`config.mk`:
```
export PLATFORM = sky130hd
export DESIGN_NAME = lsu_dmem
export DESIGN_NICKNAME = d
export VERILOG_FILES = /design/src/rtl/lsu_dmem.sv
export SDC_FILE = /design/constraint.sdc
export NUM_CORES = 1
export LEC_CHECK = 0
export CAP_MARGIN = 20
export CORE_ASPECT_RATIO = 0.8
export CORE_MARGIN = 2
export CORE_UTILIZATION = 46
export DETAILED_ROUTE_END_ITERATION = 10
export DONT_BUFFER_PORTS = 1
export GPL_ROUTABILITY_DRIVEN = 1
export PLACE_DENSITY = 0.65
export SLEW_MARGIN = 40
export SYNTH_ARGS = -nofsm -noshare
export SYNTH_HDL_FRONTEND = slang
export SYNTH_SLANG_ARGS = --single-unit
```
`constraint.sdc`:
```
create_clock -name clk -period 3 [get_ports clk]
set_input_delay 0.6 -clock clk [delete_from_list [all_inputs] [get_ports clk]]
set_output_delay 0.6 -clock clk [all_outputs]
set_load 0.005 [all_outputs]
```
`src/rtl/lsu_dmem.sv`:
```
// Load/store unit: turns MEM-stage loads/stores into a req/ack word bus transaction and extends load data.
// Optional LSU_TIMEOUT_EN compiles in a bus-ack timeout that aborts the access with a fault.
module lsu_dmem #(
    parameter int TIMEOUT = 255
) (
    input  logic        clk,
    input  logic        rst,
    input  logic        mem_read,
    input  logic        mem_write,
    input  logic [2:0]  funct3,
    input  logic [31:0] addr,
    input  logic [31:0] wdata,
    output logic [31:0] rdata,
    output logic        lsu_stall,
    output logic        fault,
    output logic        bus_req,
    output logic        bus_we,
    output logic [31:0] bus_addr,
    output logic [3:0]  bus_be,
    output logic [31:0] bus_wdata,
    input  logic        bus_ack,
    input  logic [31:0] bus_rdata
);

    typedef enum logic [1:0] {
        S_IDLE = 2'd0,
        S_REQ  = 2'd1,
        S_DONE = 2'd2
    } state_t;

    state_t      state_q;
    logic        bus_req_q;
    logic        bus_we_q;
    logic        fault_q;
    logic [31:0] bus_addr_q;
    logic [31:0] bus_wdata_q;
    logic [31:0] rdata_q;
    logic [3:0]  bus_be_q;
    logic [2:0]  f3_q;
    logic [1:0]  off_q;

    logic        access_s;
    logic        f3_ok_s;
    logic        misaligned_s;
    logic        idle_s;
    logic        illegal_s;
    logic        start_s;
    logic [3:0]  be_s;
    logic [31:0] wdata_s;
    logic [7:0]  byte_s;
    logic [15:0] half_s;
    logic [31:0] load_s;

`ifdef LSU_TIMEOUT_EN
    localparam logic [9:0] TO_LAST = 10'(TIMEOUT - 1);
    logic [9:0] cnt_q;
`else
    logic unused_cfg_s;
    assign unused_cfg_s = (TIMEOUT == 32'sd0);
`endif

    // Legality check of the access presented in IDLE; rst gating keeps outputs quiet during reset.
    always_comb begin
        access_s = mem_read | mem_write;
        f3_ok_s  = 1'b0;
        if (mem_write) begin
            case (funct3)
                3'd0, 3'd1, 3'd2: f3_ok_s = 1'b1;
                default:          f3_ok_s = 1'b0;
            endcase
        end else begin
            case (funct3)
                3'd0, 3'd1, 3'd2, 3'd4, 3'd5: f3_ok_s = 1'b1;
                default:                      f3_ok_s = 1'b0;
            endcase
        end
        case (funct3[1:0])
            2'b01:   misaligned_s = addr[0];
            2'b10:   misaligned_s = |addr[1:0];
            default: misaligned_s = 1'b0;
        endcase
        idle_s    = rst & (state_q == S_IDLE) & access_s;
        illegal_s = idle_s & (~f3_ok_s | misaligned_s);
        start_s   = idle_s & f3_ok_s & ~misaligned_s;
    end

    // Byte enables and lane-replicated store data for the access being launched.
    always_comb begin
        be_s    = 4'b1111;
        wdata_s = 32'd0;
        if (mem_write) begin
            case (funct3[1:0])
                2'b00: begin
                    be_s    = 4'b0001 << addr[1:0];
                    wdata_s = {4{wdata[7:0]}};
                end
                2'b01: begin
                    be_s    = 4'b0011 << addr[1:0];
                    wdata_s = {2{wdata[15:0]}};
                end
                default: begin
                    be_s    = 4'b1111;
                    wdata_s = wdata;
                end
            endcase
        end else begin
            be_s    = 4'b1111;
            wdata_s = 32'd0;
        end
    end

    // Lane selection uses the latched byte offset, so address changes during REQ are harmless.
    always_comb begin
        case (off_q)
            2'd0:    byte_s = bus_rdata[7:0];
            2'd1:    byte_s = bus_rdata[15:8];
            2'd2:    byte_s = bus_rdata[23:16];
            default: byte_s = bus_rdata[31:24];
        endcase
        if (off_q[1]) begin
            half_s = bus_rdata[31:16];
        end else begin
            half_s = bus_rdata[15:0];
        end
        case (f3_q)
            3'd0:    load_s = {{24{byte_s[7]}}, byte_s};
            3'd1:    load_s = {{16{half_s[15]}}, half_s};
            3'd4:    load_s = {24'd0, byte_s};
            3'd5:    load_s = {16'd0, half_s};
            default: load_s = bus_rdata;
        endcase
    end

    // Transaction FSM with registered bus and result outputs.
    always_ff @(posedge clk or negedge rst) begin
        if (!rst) begin
            state_q     <= S_IDLE;
            bus_req_q   <= 1'b0;
            bus_we_q    <= 1'b0;
            bus_addr_q  <= 32'd0;
            bus_be_q    <= 4'd0;
            bus_wdata_q <= 32'd0;
            rdata_q     <= 32'd0;
            fault_q     <= 1'b0;
            f3_q        <= 3'd0;
            off_q       <= 2'd0;
`ifdef LSU_TIMEOUT_EN
            cnt_q       <= 10'd0;
`endif
        end else begin
            case (state_q)
                S_IDLE: begin
                    fault_q <= 1'b0;
                    rdata_q <= 32'd0;
                    if (start_s) begin
                        state_q     <= S_REQ;
                        bus_req_q   <= 1'b1;
                        bus_we_q    <= mem_write;
                        bus_addr_q  <= {addr[31:2], 2'b00};
                        bus_be_q    <= be_s;
                        bus_wdata_q <= wdata_s;
                        f3_q        <= funct3;
                        off_q       <= addr[1:0];
`ifdef LSU_TIMEOUT_EN
                        cnt_q       <= 10'd0;
`endif
                    end
                end
                S_REQ: begin
                    if (bus_ack) begin
                        state_q   <= S_DONE;
                        bus_req_q <= 1'b0;
                        rdata_q   <= bus_we_q ? 32'd0 : load_s;
                    end
`ifdef LSU_TIMEOUT_EN
                    else if (cnt_q == TO_LAST) begin
                        state_q   <= S_DONE;
                        bus_req_q <= 1'b0;
                        fault_q   <= 1'b1;
                        rdata_q   <= 32'd0;
                    end else begin
                        cnt_q <= cnt_q + 10'd1;
                    end
`endif
                end
                S_DONE: begin
                    state_q <= S_IDLE;
                    fault_q <= 1'b0;
                    rdata_q <= 32'd0;
                end
                default: begin
                    state_q   <= S_IDLE;
                    bus_req_q <= 1'b0;
                    fault_q   <= 1'b0;
                    rdata_q   <= 32'd0;
                end
            endcase
        end
    end

    assign lsu_stall = start_s | (state_q == S_REQ);
    assign fault     = fault_q | illegal_s;
    assign rdata     = rdata_q;
    assign bus_req   = bus_req_q;
    assign bus_we    = bus_we_q;
    assign bus_addr  = bus_addr_q;
    assign bus_be    = bus_be_q;
    assign bus_wdata = bus_wdata_q;

endmodule

```
* After elaboration in Yosys (flattened, before gate mapping)
Index checks and enable logic that the tools add are counted.
Word-level totals: flip-flop bits (word level) 107, input port bits 104, output and inout bits 104, word-level logic and storage cells 68
Cells by class: equality and inequality tests 15, shift-type cells 2, muxes and demuxes 20, bitwise logic cells 11, reductions and logical operators 11
Operators with widths (number):
- $mux W32 | 4
- $pmux W32 S4 | 1
- $pmux W32 S2 | 1
- $pmux W8 S3 | 1
- $mux W16 | 1
- $eq A3 B3 Y1 const B | 4
- $pmux W4 S2 | 1
- $eq A2 B1 Y1 const B | 3
- $eq A2 B2 Y1 const B | 3
- $eq A3 B1 Y1 const B | 2
- $logic_not A2 Y1 | 3
- $logic_not A3 Y1 | 2
- $and A1 B1 Y1 | 5
- $mux W1 | 5
- $reduce_or A5 Y1 | 1
- $mux W2 | 2
- $mux W4 | 1
- $ne A2 B2 Y1 const B | 2
- $pmux W2 S2 | 1
- $reduce_and A2 Y1 | 2
- $shl A1 B2 Y4 const A | 1
- $shl A2 B2 Y4 const A | 1
- $eq A3 B2 Y1 const B | 1
- $not A1 Y1 | 3
- 6 further kinds | 8

* Longest topological paths before layout
Gate-level depths: netlist of run 1.
depth in word-level cells 8, depth in mapped cells 9, gate-level depth less buffers 6

* Worst setup path after synthesis of run 1
No wires, ideal clock.
path type input-to-output, start point input port funct3[0], end point output port lsu_stall, data arrival time 1910 ps, data required time 2400 ps, slack 490 ps, stages on the path 9, cells stage by stage inv_1 -> ha_1 -> buf_2 -> nor3_1 -> o22ai_1 -> nand3_1 -> buf_2 -> buf_2 -> nand2_1
On the way: word-level cells in the longest chain between the ends 7, elaborated cells between the ends (all ways) 17, classes of those cells eq/ne (6); mux (4); bitwise (4); reduce/logical (3)
Ends and longest elaborated chain:
- start, declared | RTL line 10 | input logic [2:0] funct3,
- $eq A3 B1 Y1, or another cell as far along | RTL line 67, 72
- $reduce_or A5 Y1 / $reduce_or A3 Y1 (equally long branches) | RTL line 72, 67
- $mux W1 (on tied branches) | RTL line 72, 67
- $mux W1 | RTL line 66 | if (mem_write) begin
- $and A1 B1 Y1 | RTL line 84 | start_s = idle_s & f3_ok_s & ~misaligned_s;
- $and A1 B1 Y1 * | RTL line 84
- $or A1 B1 Y1 * | RTL line 201 | assign lsu_stall = start_s | (state_q == S_REQ);
- end, declared | RTL line 14 | output logic lsu_stall,
Mark *: on every way between the ends. The rest lies on a longest branch, timed or not.

* Worst setup path after layout of run 1
start point input port funct3[1], end point output port fault
On the way: word-level cells in the longest chain between the ends 7, elaborated cells between the ends (all ways) 16, classes of those cells eq/ne (6); mux (4); bitwise (3); reduce/logical (3)
Ends and longest elaborated chain:
- $eq A3 B1 Y1, or another cell as far along | RTL line 67, 72
- $reduce_or A5 Y1 / $reduce_or A3 Y1 (equally long branches) | RTL line 72, 67
- $mux W1 (on tied branches) | RTL line 72, 67
- $mux W1 | RTL line 66
- $not A1 Y1 | RTL line 83 | illegal_s = idle_s & (~f3_ok_s | misaligned_s);
- $or A1 B1 Y1 * | RTL line 83
- $and A1 B1 Y1 * | RTL line 83
- end, declared | RTL line 15 | output logic fault,
Marked as above.

==> impl_metrics.toml, run 1 <==
[timing]
clock.fmax_mhz = 417
period_needed_ns = 2.40
setup_viol = 0
finalHoldViolCount = 107
slew_violations = 0
relSlewSlack_pct = 54.1
final.setup_skew_ns = 0.00697
worstMarginPinSlew_ns = 0.689
tns_ns = 0
period_share_pct = 79.9
holdWs_ns = -0.0423
grt_setup_unrepaired = "no"

[critical_path]
worstPathArrival_ns = 1.80
critPathRequiredTime_ns = 2.40
crit_type = "primary input to output port"
r2r_slack_ns = 0.98
cp_max_fo = 6
crit_family = "compound AO/OA/AOI/OAI gates"
endpoint_kind = "output port"
crit_chain = "inv_1 -> ha_1 -> and2_1 -> o21ai_0 -> a21boi_0 -> buf_4"
critPathBufInv = 2
worst_path_max_delay_cell = "o21ai_0"
max_stage_delay_ns = 0.39
crit_path_start_kind = "primary input"

[power]
powerDensity_nw_per_um2 = 791
p_leak_nw = 2.53
total_power_w = 0.00435
peakVddDrop_v = 0.000385

[floorplanning]
start_util_pct = 46.8
row_count = 34
ioPinCount = 208
core_area_um2 = 10800
die_w_um = 121
die_h_um = 97.6
dieArea_um2 = 11800

[yosys]
synth-warning-count = 0
synth.area.top_cells = "dfrtp_1 53%, mux2_2 15%, nand2_1 3.8%"
synth.ff_latch_count = 107
synth_area_um2 = 5030
syn_area_per_cell_um2 = 11.4
yosys_most_used_dff = "dfrtp_1"
synth-seq-area-share_pct = 53.2
ys_types = 45
yosys.area.top_type = "dfrtp_1"
synth_cells = 441
async_flop_share_pct = 100
synth_edf_count = 0
yosysTopAreaCellShare_pct = 53.2

[grt]
grt_overflow_total = 0
grt_pass1_wl_um = 19100
first_global_vias = 3456
grt_max_degree = 109
antenna_found_initial = 0
grt_usage_pct = 20.7

[finish]
antenna_cells = 0
areaGrowthSynthToFinish_pct = 9.25
finalNetCount = 539
drive_above_1_share_pct = 24.7
utilization_pct = 51.1
fillers = 942

[clocking]
cts_sinks = 107
clockRootBuffer = "clkbuf_16"
cts_made_buffers = 9
clkSlewWorstSetupHoldPaths_ns = 0.07
cts_tree = "built"
insertion_delay_ns = 0.34
htreeDepth = 3
clockBufferDepth = 2

[job]
maxCapViolations = 0

[routing]
final_antenna_net_count = 0
dr.pass1.iters = 4
drc = 0
vias_per_cell = 5.90
avgRoutedWirePerCell_um = 21.0
routed_wl_um = 12200
first_iter_violations = 207
vias = 3430

[placed_design]
place.gp.congestion = 0.792
portBuffers = 0
dpl.hpwl_um = 8650

[status]
failed_checks = "negative hold slack"
status = "finished, violations left"

[min_path]
hp-class = "primary input to asynchronous set/reset pin"
==> state kept, by name, indices dropped and copies added, names as in the netlist <==
name,cells
bus_we,1
f3_q,3
state_q,2
bus_addr,30
bus_wdata,32
rdata,32
bus_req,1
bus_be,4
off_q,2
==> cells in the mapped netlist, types with 2 or more instances <==
master     count
buf_2         11
nand3_1        4
a31oi_1        2
buf_1          2
dfrtp_1      107
ha_1           3
o21ai_0       27
inv_1         14
a21oi_1        4
a2bb2oi_1      2
nor2b_1        2
a221o_1        7
o211ai_1       4
o22ai_1        3
a221o_2       10
mux2_2        67
buf_6          2
buf_4          3
nand2b_1       4
o221ai_1       5
nand2_1       51
clkbuf_1      12
a21boi_0       9
a22o_1        11
nor2_1        40
mux2i_1       16
==> final cells by class <==
type	instances	area, um^2	share of cell area [%]
flip-flops and latches	107	2680	48.7
clock inverters	6	114	2.07
multi-input cells	290	2170	39.5
clock buffers	10	229	4.16
well taps	144	180	3.28
repair buffers	9	71.3	1.30
inverters	15	56.3	1.02
==> per-layer routing <==
metal / share of wire (%) / wire (um) / GRT usage [%]
met1: 42 / 5130 / 28.2
met2: 45 / 5520 / 30.3
met3: 11 / 1330 / 8.10
met4: 1.7 / 201 / 6.71
met5: 0 / 0 / 0
==> stage by stage <==
step	setup slack (ns)	instance area [um^2]	cells	hold WS, ns
final	0.604	5500	581	-0.0423
after global routing	0.431	5500	581	-0.0725
after global placement	0.378	5150	565	0.308
after detailed placement	0.465	5150	565	0.307
after CTS	0.592	5490	581	-0.0674
after floorplan	0.490	5040	442	0.304
==> cells in the final DEF, fill, tap and decap left out, types with 2 or more instances in the layout <==
cell	synthesis	layout
inv_1	14	14
mux2_2	67	67
nand2b_1	4	4
a221o_1	7	7
nor2b_1	2	2
nand3_1	4	3
o21ai_0	27	27
a31oi_1	2	2
ha_1	3	3
clkbuf_16	0	9
o211ai_1	4	4
dfrtp_1	107	107
conb_1	1	2
a21boi_0	9	9
nor2_1	40	39
clkinvlp_4	0	2
a221o_2	10	10
a21oi_1	4	4
buf_4	3	8
o22ai_1	3	3
nand2_1	51	51
a2bb2oi_1	2	2
a22o_1	11	11
bufinv_16	0	3
mux2i_1	16	16
o221ai_1	5	5
==> final timing paths <==
| kind | depth (start not counted) | from | endpoint |
|---|---|---|---|
| max in group asynchronous | 0 | rst | bus_addr[27] |
| worst min register to register | 2 | rdata[4] | rdata[4] |
| worst min-delay path | 0 | rst | bus_addr[29] |
| worst max-delay path | 6 | funct3[1] | fault |
| min in group clk | 1 | bus_ack | state_q[0] |
| worst max register to register | 4 | state_q[1] | bus_addr[31] |
==> cells by family (layout without fill, tap and decap cells) <==
logic type	count (synthesis)	in the layout	synth area share (%)
compound gates	90	90	13.8
fa+ha+maj	3	3	0.746
buf+inv	45	40	4.15
flops	107	107	53.2
mux	84	84	18.6
other cells	1	2	0.0745
simple gates	111	111	9.37
==> timing repair <==
| action | 4_1_cts | 5_1_grt |
|---|---|---|
| hold endpoints to repair | 107 | 107 |
| buffers inserted | 0 | 0 |
| resized for setup | 0 | 0 |
==> power breakdown <==
| part | switching [W] | internal [W] | total [W] | leakage (nW) |
|---|---|---|---|---|
| Clock | 0.000533 | 0.000818 | 0.00135 | 0.159 |
| Sequential | 0.000353 | 0.00182 | 0.00217 | 1.36 |
| Combinational | 0.000388 | 0.000438 | 0.000825 | 1.01 |
No activity file was read; power rests on OpenSTA's default activity.
==> inputs of run 2 (changes only) <==
- PLACE_DENSITY: 0.65 -> 0.67
- clock period: 3 -> 2.1 ns (I/O delays scaled with it)
==> impl_metrics.toml, run 2 (synthesized netlist as in run 1, its figures left out) <==
[timing]
relSlewSlack_pct = 64.0
slew_violations = 0
holdWs_ns = -0.229
clock.fmax_mhz = 501
tns_ns = 0
finalHoldViolCount = 107
setup_viol = 0
final.setup_skew_ns = 0.00455
period_share_pct = 95.1
worstMarginPinSlew_ns = 0.538
period_needed_ns = 2.00
grt_setup_unrepaired = "no"

[finish]
antenna_cells = 0
finalNetCount = 549
utilization_pct = 51.8
drive_above_1_share_pct = 26.4
finalNonFillerCells = 591
areaGrowthSynthToFinish_pct = 10.7
fillers = 985
mostFrequentLayoutCell = "dfrtp_1"
mostFrequentLayoutCells = "107 x dfrtp_1, 67 x mux2_2, 51 x nand2_1, 39 x nor2_1, 27 x o21ai_0"
fin_area_um2 = 5570

[floorplanning]
ioPinCount = 208
start_util_pct = 46.8
dieArea_um2 = 11800
die_h_um = 97.6
row_count = 34
core_area_um2 = 10800
die_w_um = 121

[critical_path]
crit_path_start_kind = "primary input"
reg2reg_from = "off_q[1]"
endpoint_kind = "output port"
r2r_slack_ns = 0.27
worstPathArrival_ns = 1.58
critPathRequiredTime_ns = 1.68
reg2reg_to = "rdata[27]"
cp_max_fo = 11
rr_worst_depth = 5
crit_type = "primary input to output port"

[grt]
grt_pass1_wl_um = 19000
grt_overflow_total = 0
grt_usage_pct = 20.5
first_global_vias = 3561
antenna_found_initial = 0
grt_max_degree = 109

[placed_design]
portBuffers = 0
place.gp.congestion = 0.818
dp.cells = 575
placed_area_um2 = 5250
dpl.hpwl_um = 8860

[routing]
avgRoutedWirePerCell_um = 20.6
routed_wl_um = 12200
final_antenna_net_count = 0
drc = 0
first_iter_violations = 255
vias = 3485
dr.pass1.iters = 5
vias_per_cell = 5.90

[power]
p_switching_w = 0.00179
power_frac_comb_pct = 19.9
power_frac_clock_pct = 29.2
peakVddDrop_v = 0.000470
p_sw_share_pct = 29.4
powerDensity_nw_per_um2 = 1090
p_seq_share_pct = 50.9
p_leak_nw = 2.57
p_int_w = 0.00430

[clocking]
insertion_delay_ns = 0.34
clockBufferDepth = 2
post-cts-setup-buffer-count = 0
cts_made_buffers = 9
clockRootBuffer = "clkbuf_16"
htreeDepth = 3
cts_tree = "built"
cts_sinks = 107
clkSlewWorstSetupHoldPaths_ns = 0.07

[status]
failed_checks = "negative hold slack"
status = "finished, violations left"

[job]
maxCapViolations = 0

[min_path]
hp-class = "primary input to asynchronous set/reset pin"
## run 2: layout make-up
| cell class | instances | area [um^2] | area share, % |
|---|---|---|---|
| flip-flops and latches | 107 | 2680 | 48.1 |
| multi-input cells | 290 | 2170 | 39.0 |
| clock buffers | 10 | 229 | 4.11 |
| well taps | 144 | 180 | 3.23 |
| repair buffers | 19 | 168 | 3.01 |
| clock inverters | 6 | 90.1 | 1.62 |
| inverters | 15 | 56.3 | 1.01 |
## run 2: metrics by stage
step	power, W	setup slack, ns	hold WS, ns
2_1_floorplan	0.00399	0.0123	0.124
3_3_place_gp	0.00428	0.0318	0.128
3_5_place_dp	0.00436	-0.0652	0.127
4_1_cts	0.00616	0.0480	-0.242
5_1_grt	0.00642	0.00558	-0.246
6_report	0.00610	0.102	-0.229
## run 2: power groups by stage
stage / logic [W] / registers, W / clock network (W)
after floorplan: 0.00106 / 0.00294 / 0
after global placement: 0.00115 / 0.00313 / 0
after detailed placement: 0.00122 / 0.00314 / 0
after CTS: 0.00122 / 0.00311 / 0.00183
after global routing: 0.00135 / 0.00317 / 0.00190
final: 0.00121 / 0.00310 / 0.00178
## run 2: worst max-delay path: stages
cell	delay, ns
inv_1	0.05
ha_1	0.26
and2_1	0.17
o21ai_0	0.17
buf_4	0.15
nand3_4	0.10
buf_12	0.17
nand2_1	0.09
## run 2: repair_timing
| action | CTS | global route |
|---|---|---|
| endpoints found under the setup margin | 0 | 2 |
| hold endpoints to repair | 107 | 107 |
| resized for setup | 0 | 1 |
## run 2: layer usage
metal / vias to the layer above / share of wire, % / global-route usage (%)
li1: 1566 / - / -
met1: 1733 / 41 / 26.6
met2: 172 / 47 / 32.2
met3: 14 / 11 / 7.81
met4: 0 / 1.2 / 5.19
met5: - / 0 / 0
## run 2: worst max path at each step
stage                     startpoint            to  slack (ns)  cells past startpoint
final                      funct3[1]     lsu_stall        0.10                      8
after global routing       funct3[1]     lsu_stall       0.006                      8
after CTS                 state_q[1]     lsu_stall        0.05                      5
after detailed placement   funct3[1]  bus_addr[21]       -0.07                      8
after global placement     funct3[0]     bus_be[1]        0.03                      7
after floorplan            funct3[0]     lsu_stall        0.01                      9
